[src/rtl/bpu_btb.sv]
// Branch-target unit: execute-stage target adder, direct-mapped BTB with 2-bit
// direction counters, misprediction detection and a one-cycle registered fetch lookup.
module bpu_btb #(
    parameter int XLEN    = 64,
    parameter int ENTRIES = 16
) (
    input  logic            clk,
    input  logic            resetn,
    input  logic            f_valid,
    input  logic [XLEN-1:0] f_pc,
    output logic            p_valid,
    output logic            p_hit,
    output logic            p_taken,
    output logic [XLEN-1:0] p_target,
    input  logic            r_valid,
    input  logic [XLEN-1:0] r_pc,
    input  logic            r_is_branch,
    input  logic            r_is_jump,
    input  logic            r_is_jalr,
    input  logic            r_taken,
    input  logic [XLEN-1:0] r_sextimm,
    input  logic [XLEN-1:0] r_jalr_src,
    input  logic            r_pred_taken,
    input  logic [XLEN-1:0] r_pred_target,
    output logic [XLEN-1:0] r_target,
    output logic            redirect,
    output logic [XLEN-1:0] redirect_pc
);

    localparam int CNT_BITS = 2;
    localparam int IDX      = $clog2(ENTRIES);
    localparam int TAG_W    = XLEN - IDX - 2;

    function automatic logic [CNT_BITS-1:0] cnt_next(input logic [CNT_BITS-1:0] cnt,
                                                     input logic up);
        logic [CNT_BITS-1:0] res;
        res = cnt;
        if (up) begin
            if (cnt != 2'd3) res = cnt + 2'd1;
            else             res = cnt;
        end else begin
            if (cnt != 2'd0) res = cnt - 2'd1;
            else             res = cnt;
        end
        return res;
    endfunction

    logic                valid_r   [ENTRIES];
    logic [TAG_W-1:0]    tag_r     [ENTRIES];
    logic [XLEN-1:0]     target_r  [ENTRIES];
    logic                is_jump_r [ENTRIES];
    logic [CNT_BITS-1:0] cnt_r     [ENTRIES];

    logic [IDX-1:0]   f_idx_s;
    logic [TAG_W-1:0] f_tag_s;
    logic             f_hit_s;
    logic             f_taken_s;
    logic [XLEN-1:0]  f_target_s;

    logic [IDX-1:0]   r_idx_s;
    logic [TAG_W-1:0] r_tag_s;
    logic             r_hit_s;
    logic [XLEN-1:0]  r_pc4_s;
    logic             act_taken_s;
    logic [XLEN-1:0]  act_next_s;
    logic [XLEN-1:0]  pred_next_s;
    logic             train_s;

    // Fetch-side table read; uses pre-update contents, giving read-before-write.
    always_comb begin
        f_idx_s    = f_pc[IDX+1:2];
        f_tag_s    = f_pc[XLEN-1:IDX+2];
        f_hit_s    = valid_r[f_idx_s] & (tag_r[f_idx_s] == f_tag_s);
        f_taken_s  = f_hit_s & (is_jump_r[f_idx_s] | cnt_r[f_idx_s][1]);
        if (f_taken_s) f_target_s = target_r[f_idx_s];
        else           f_target_s = f_pc + XLEN'(4);
    end

    // Resolve path: real target, actual vs predicted next PC, redirect.
    always_comb begin
        r_idx_s = r_pc[IDX+1:2];
        r_tag_s = r_pc[XLEN-1:IDX+2];
        r_hit_s = valid_r[r_idx_s] & (tag_r[r_idx_s] == r_tag_s);
        r_pc4_s = r_pc + XLEN'(4);
        if (r_is_jalr) r_target = r_jalr_src;
        else           r_target = r_pc + r_sextimm;
        act_taken_s = r_is_jump | (r_is_branch & r_taken);
        if (act_taken_s) act_next_s = r_target;
        else             act_next_s = r_pc4_s;
        if (r_pred_taken) pred_next_s = r_pred_target;
        else              pred_next_s = r_pc4_s;
        train_s     = r_valid & (r_is_branch | r_is_jump);
        redirect    = train_s & (act_next_s != pred_next_s);
        redirect_pc = act_next_s;
    end

    // Registered prediction; non-valid cycles keep the previous hit/taken/target.
    always_ff @(posedge clk) begin
        if (!resetn) begin
            p_valid  <= 1'b0;
            p_hit    <= 1'b0;
            p_taken  <= 1'b0;
            p_target <= {XLEN{1'b0}};
        end else if (f_valid) begin
            p_valid  <= 1'b1;
            p_hit    <= f_hit_s;
            p_taken  <= f_taken_s;
            p_target <= f_target_s;
        end else begin
            p_valid  <= 1'b0;
        end
    end

    // Entry valid bits: cleared by reset, set on allocation of a taken miss.
    always_ff @(posedge clk) begin
        if (!resetn) begin
            for (int i = 0; i < ENTRIES; i++) valid_r[i] <= 1'b0;
        end else if (train_s && !r_hit_s && act_taken_s) begin
            valid_r[r_idx_s] <= 1'b1;
        end
    end

    // Entry payload training; contents of invalid entries are don't-care.
    always_ff @(posedge clk) begin
        if (resetn && train_s) begin
            if (r_hit_s) begin
                if (r_is_jump) begin
                    target_r[r_idx_s]  <= r_target;
                    is_jump_r[r_idx_s] <= 1'b1;
                end else begin
                    cnt_r[r_idx_s] <= cnt_next(cnt_r[r_idx_s], r_taken);
                    if (r_taken) target_r[r_idx_s] <= r_target;
                end
            end else if (act_taken_s) begin
                tag_r[r_idx_s]     <= r_tag_s;
                target_r[r_idx_s]  <= r_target;
                is_jump_r[r_idx_s] <= r_is_jump;
                cnt_r[r_idx_s]     <= 2'd2;
            end
        end
    end

endmodule
[config.mk]
export PLATFORM = sky130hd
export DESIGN_NAME = bpu_btb
export DESIGN_NICKNAME = d
export VERILOG_FILES = /design/src/rtl/bpu_btb.sv
export SDC_FILE = /design/constraint.sdc
export NUM_CORES = 2
export LEC_CHECK = 0
export BUFFER_PORTS_ARGS = -buffer_cell sky130_fd_sc_hd__buf_2
export CORE_ASPECT_RATIO = 0.6
export CORE_UTILIZATION = 40
export CTS_BUF_LIST = sky130_fd_sc_hd__clkbuf_8
export DETAILED_ROUTE_END_ITERATION = 7
export GPL_ROUTABILITY_DRIVEN = 0
export SYNTH_ARGS = -nofsm -noshare
export SYNTH_HDL_FRONTEND = slang
export SYNTH_SLANG_ARGS = --single-unit
export TNS_END_PERCENT = 50
[constraint.sdc]
create_clock -name clk -period 10.1 [get_ports clk]
set_clock_uncertainty 0.1 [all_clocks]
set_input_delay 0 -clock clk [delete_from_list [all_inputs] [get_ports clk]]
set_output_delay 0 -clock clk [all_outputs]
set_load 0.1 [all_outputs]
==> reports/metrics.cfg <==
[status]
status=finished with violations
violations=DRC, capacitance limit, slew limit

[timing]
fin_setup_tns_ns=0
slew_viol_final=20
setup_violations=0
hold_violations=0
slew_headroom_pct=-7.739
worst_slew_pin_slew_ns=1.611
rsz0062_at_grt=false
post-route-min-period_ns=6.852
period_share_pct=67.85
fin_hold_ws_ns=0.06060
max_freq_mhz=145.9

[placed_design]
io_buffers=524
post-dp-hpwl_microns=260900
post_dp_cell_area_sq_mm=0.1068

[routing]
wl_met2_microns=162000
remaining_drc_errors=11
drtAntennaViolNets=0
met1_length_microns=147000
wl_per_cell_microns=37.62
maxUsedRoutingLayer=met5
routed_wl_microns=388100
num_vias=67349
wl_met3_microns=56820
via_per_inst=6.527
drt-initial-drc-count=11995
first_pass_iters=8

[job]
drv_cap=1

[yosys]
ys_seq_area_share_pct=61.87
ys_types=84
post-synth-top-count-cell=edfxtp_1
synth_cells=5857
synth_nets=6255
syn_avg_cell_area_sq_um=17.03
async_flop_share_pct=0
yosys_warnings=0
synth_enable_flop_cells=2000
yosys-top-cells-area=edfxtp_1, mux4_2, xnor2_1
syn_area_sq_mm=0.09975
ys_top_cells_by_count=edfxtp_1, mux4_2, nand2_1, nor2_1, xnor2_1
synth-seq-cells=2083
ys.flop_type=edfxtp_1
synth.top_cell.area_share_pct=60.21
yosys.area.top_type=edfxtp_1

[cts]
postCtsSetupBuffers=0
clk_latency_ns=1.00
cts_num_sinks=2083
cts_root_buf=clkbuf_8
cts_buffers=304
htree_levels=5
clk_pin_slew_worst_paths_ns=0.07
cts.path.max_buffers=4
cts_tree=yes

[power_and_ir_drop]
total_power_mw=19.60
internal-power_mw=13.72
power_frac_seq_pct=49.6
p_sw_share_pct=29.99
power_density_mw_per_mm2=170.1
p_sw_mw=5.878
p_clk_share_pct=32.8
ir_drop_v=0.00009831
pwr-share-comb_pct=17.6
leakage_nw=38.25

[floorplanning]
initial_core_util_pct=40.39
io_pins=525
die_w_microns=646.7
rows=141
fp.dieH_microns=388.8
core_area_sq_mm=0.2470
dieArea_sq_mm=0.2514

[grt]
grt_pass1_vias=63173
antenna_found_initial=71
grt_pass1_wl_microns=524900
grt_max_degree=112
overflow=0
track_usage_pct=30.33

[worst_setup_path]
critical_path_class=primary input to output pin
slowest_delay_ns=1.24
crit_buf_inv=5
path_max_fanout=23
cpMaxStageDelayCell=a31oi_2
crit_arrival_ns=6.75
crit_required_ns=10.00
startpoint_type=primary input
critical_path.top_delay_family=compound AO/OA/AOI/OAI gates
path_cells=dlygate4sd3_1 -> buf_2 -> dlygate4sd3_1 -> buf_4 -> ha_1 -> nand2_1 -> or4_1 -> o21ai_0 -> a2bb2oi_1 -> a31o_2 -> a31oi_2 -> xor2_1 -> a32oi_1 -> o2111ai_1 -> nor4_1 -> a31oi_1 -> buf_2
critPathCaptureType=output pin

[final_layout]
drive_above_1_share_pct=29.92
fin_area_sq_mm=0.1152
nets=7183
fillerInstances=21183
syn_to_final_growth_pct=15.50

[min_path]
hold_class=primary input to register

[per-layer routing]
layer  GRT usage, %  vias to the layer above
met3          11.10                      967
li1               -                    26039
met2          42.23                     5344
met1          42.17                    34975
met5              0                        -
met4          14.21                       24
[cell usage in the layout, fill, tap and decap left out, types with 21 or more instances in the layout]
master,netlist,final
a21o_1,50,49
buf_4,11,165
or3_1,30,30
dlygate4sd3_1,0,288
diode_2,0,26
nand2_1,276,276
o22ai_1,21,21
mux2_1,30,30
xnor2_1,222,222
nand3_1,93,93
a21oi_1,205,203
inv_1,106,191
xor2_1,82,82
nor4_1,43,42
o21a_1,24,24
a31oi_1,29,28
nor2b_1,90,90
mux2_2,28,28
nand4_1,88,88
clkbuf_8,0,325
and4_1,21,21
buf_2,60,513
a211oi_1,36,36
ha_1,68,68
dfxtp_1,83,83
and3_1,33,33
edfxtp_1,2000,2000
mux4_2,902,902
nor2_1,273,254
clkinv_2,0,33
o21ai_0,113,97
nand2b_1,21,21
mux2i_1,134,134
clkinv_1,0,47
nor3_1,106,100
[timing repair]
action,4_1_cts,5_1_grt
hold buffers,288,0
resized for setup,0,0
endpoints found under the hold margin,1981,0
[metrics by stage]
step | setup slack (ns) | std cells | util (%)
after detailed placement | 3.240 | 9480 | 43.25
after global placement | 3.269 | 9480 | 43.25
after floorplan | 2.347 | 5857 | -
final | 3.248 | 10318 | 46.65
after global routing | 3.216 | 10305 | 46.64
after CTS | 3.610 | 10292 | 46.62
[state kept, by name, indices dropped and copies added (netlist names)]
register	cells
p_taken	1
cnt_r	32
p_target	64
tag_r	928
p_hit	1
is_jump_r	16
target_r	1024
valid_r	16
p_valid	1
[worst paths after layout]
path                              startpoint      endpoint  slack [ns]  cells past startpoint
worst min-delay path                r_pc[16]  tag_r[3][10]        0.06                      3
worst max register to register  tag_r[8][16]  p_target[14]        3.64                     15
worst min register to register    valid_r[0]    valid_r[0]        0.38                      1
worst max-delay path                r_pc[56]      redirect        3.25                     17
[final cells by class]
cell class / count / area [sq um] / share of cell area, %
repair buffers: 983 / 6982 / 6.060
flip-flops and latches: 2083 / 61720 / 53.57
diodes: 26 / 65.06 / 0.05647
well taps: 3289 / 4115 / 3.572
inverters: 107 / 441.7 / 0.3833
clock buffers: 325 / 4473 / 3.882
multi-input cells: 3306 / 36470 / 31.65
clock inverters: 199 / 952.2 / 0.8264
[logic make-up after synthesis]
| family | count (synthesis) | synth area share (%) |
|---|---|---|
| XOR/XNOR | 304 | 2.669 |
| buffers and inverters | 468 | 1.953 |
| flip-flops | 2083 | 61.87 |
| multiplexers | 1094 | 22.36 |
| adder cells (fa/ha/maj) | 70 | 0.8830 |
| AO/OA/AOI/OAI | 689 | 4.546 |
| AND/OR/NAND/NOR | 1149 | 5.712 |
[power groups by stage]
| stage | Combinational [mW] | Sequential (mW) | Clock (mW) |
|---|---|---|---|
| finish | 3.45 | 9.72 | 6.43 |
| global route | 3.52 | 9.72 | 6.84 |
| CTS | 3.34 | 9.71 | 6.48 |
| detailed placement | 3.23 | 9.90 | 0 |
| global placement | 3.20 | 9.89 | 0 |
| floorplan | 1.89 | 10.0 | 0 |
[tightest hold or removal path, stage by stage]
cell           delay (ns)
dlygate4sd3_1        0.53
buf_2                0.12
buf_4                0.22
No activity file was read; power rests on OpenSTA's default activity.
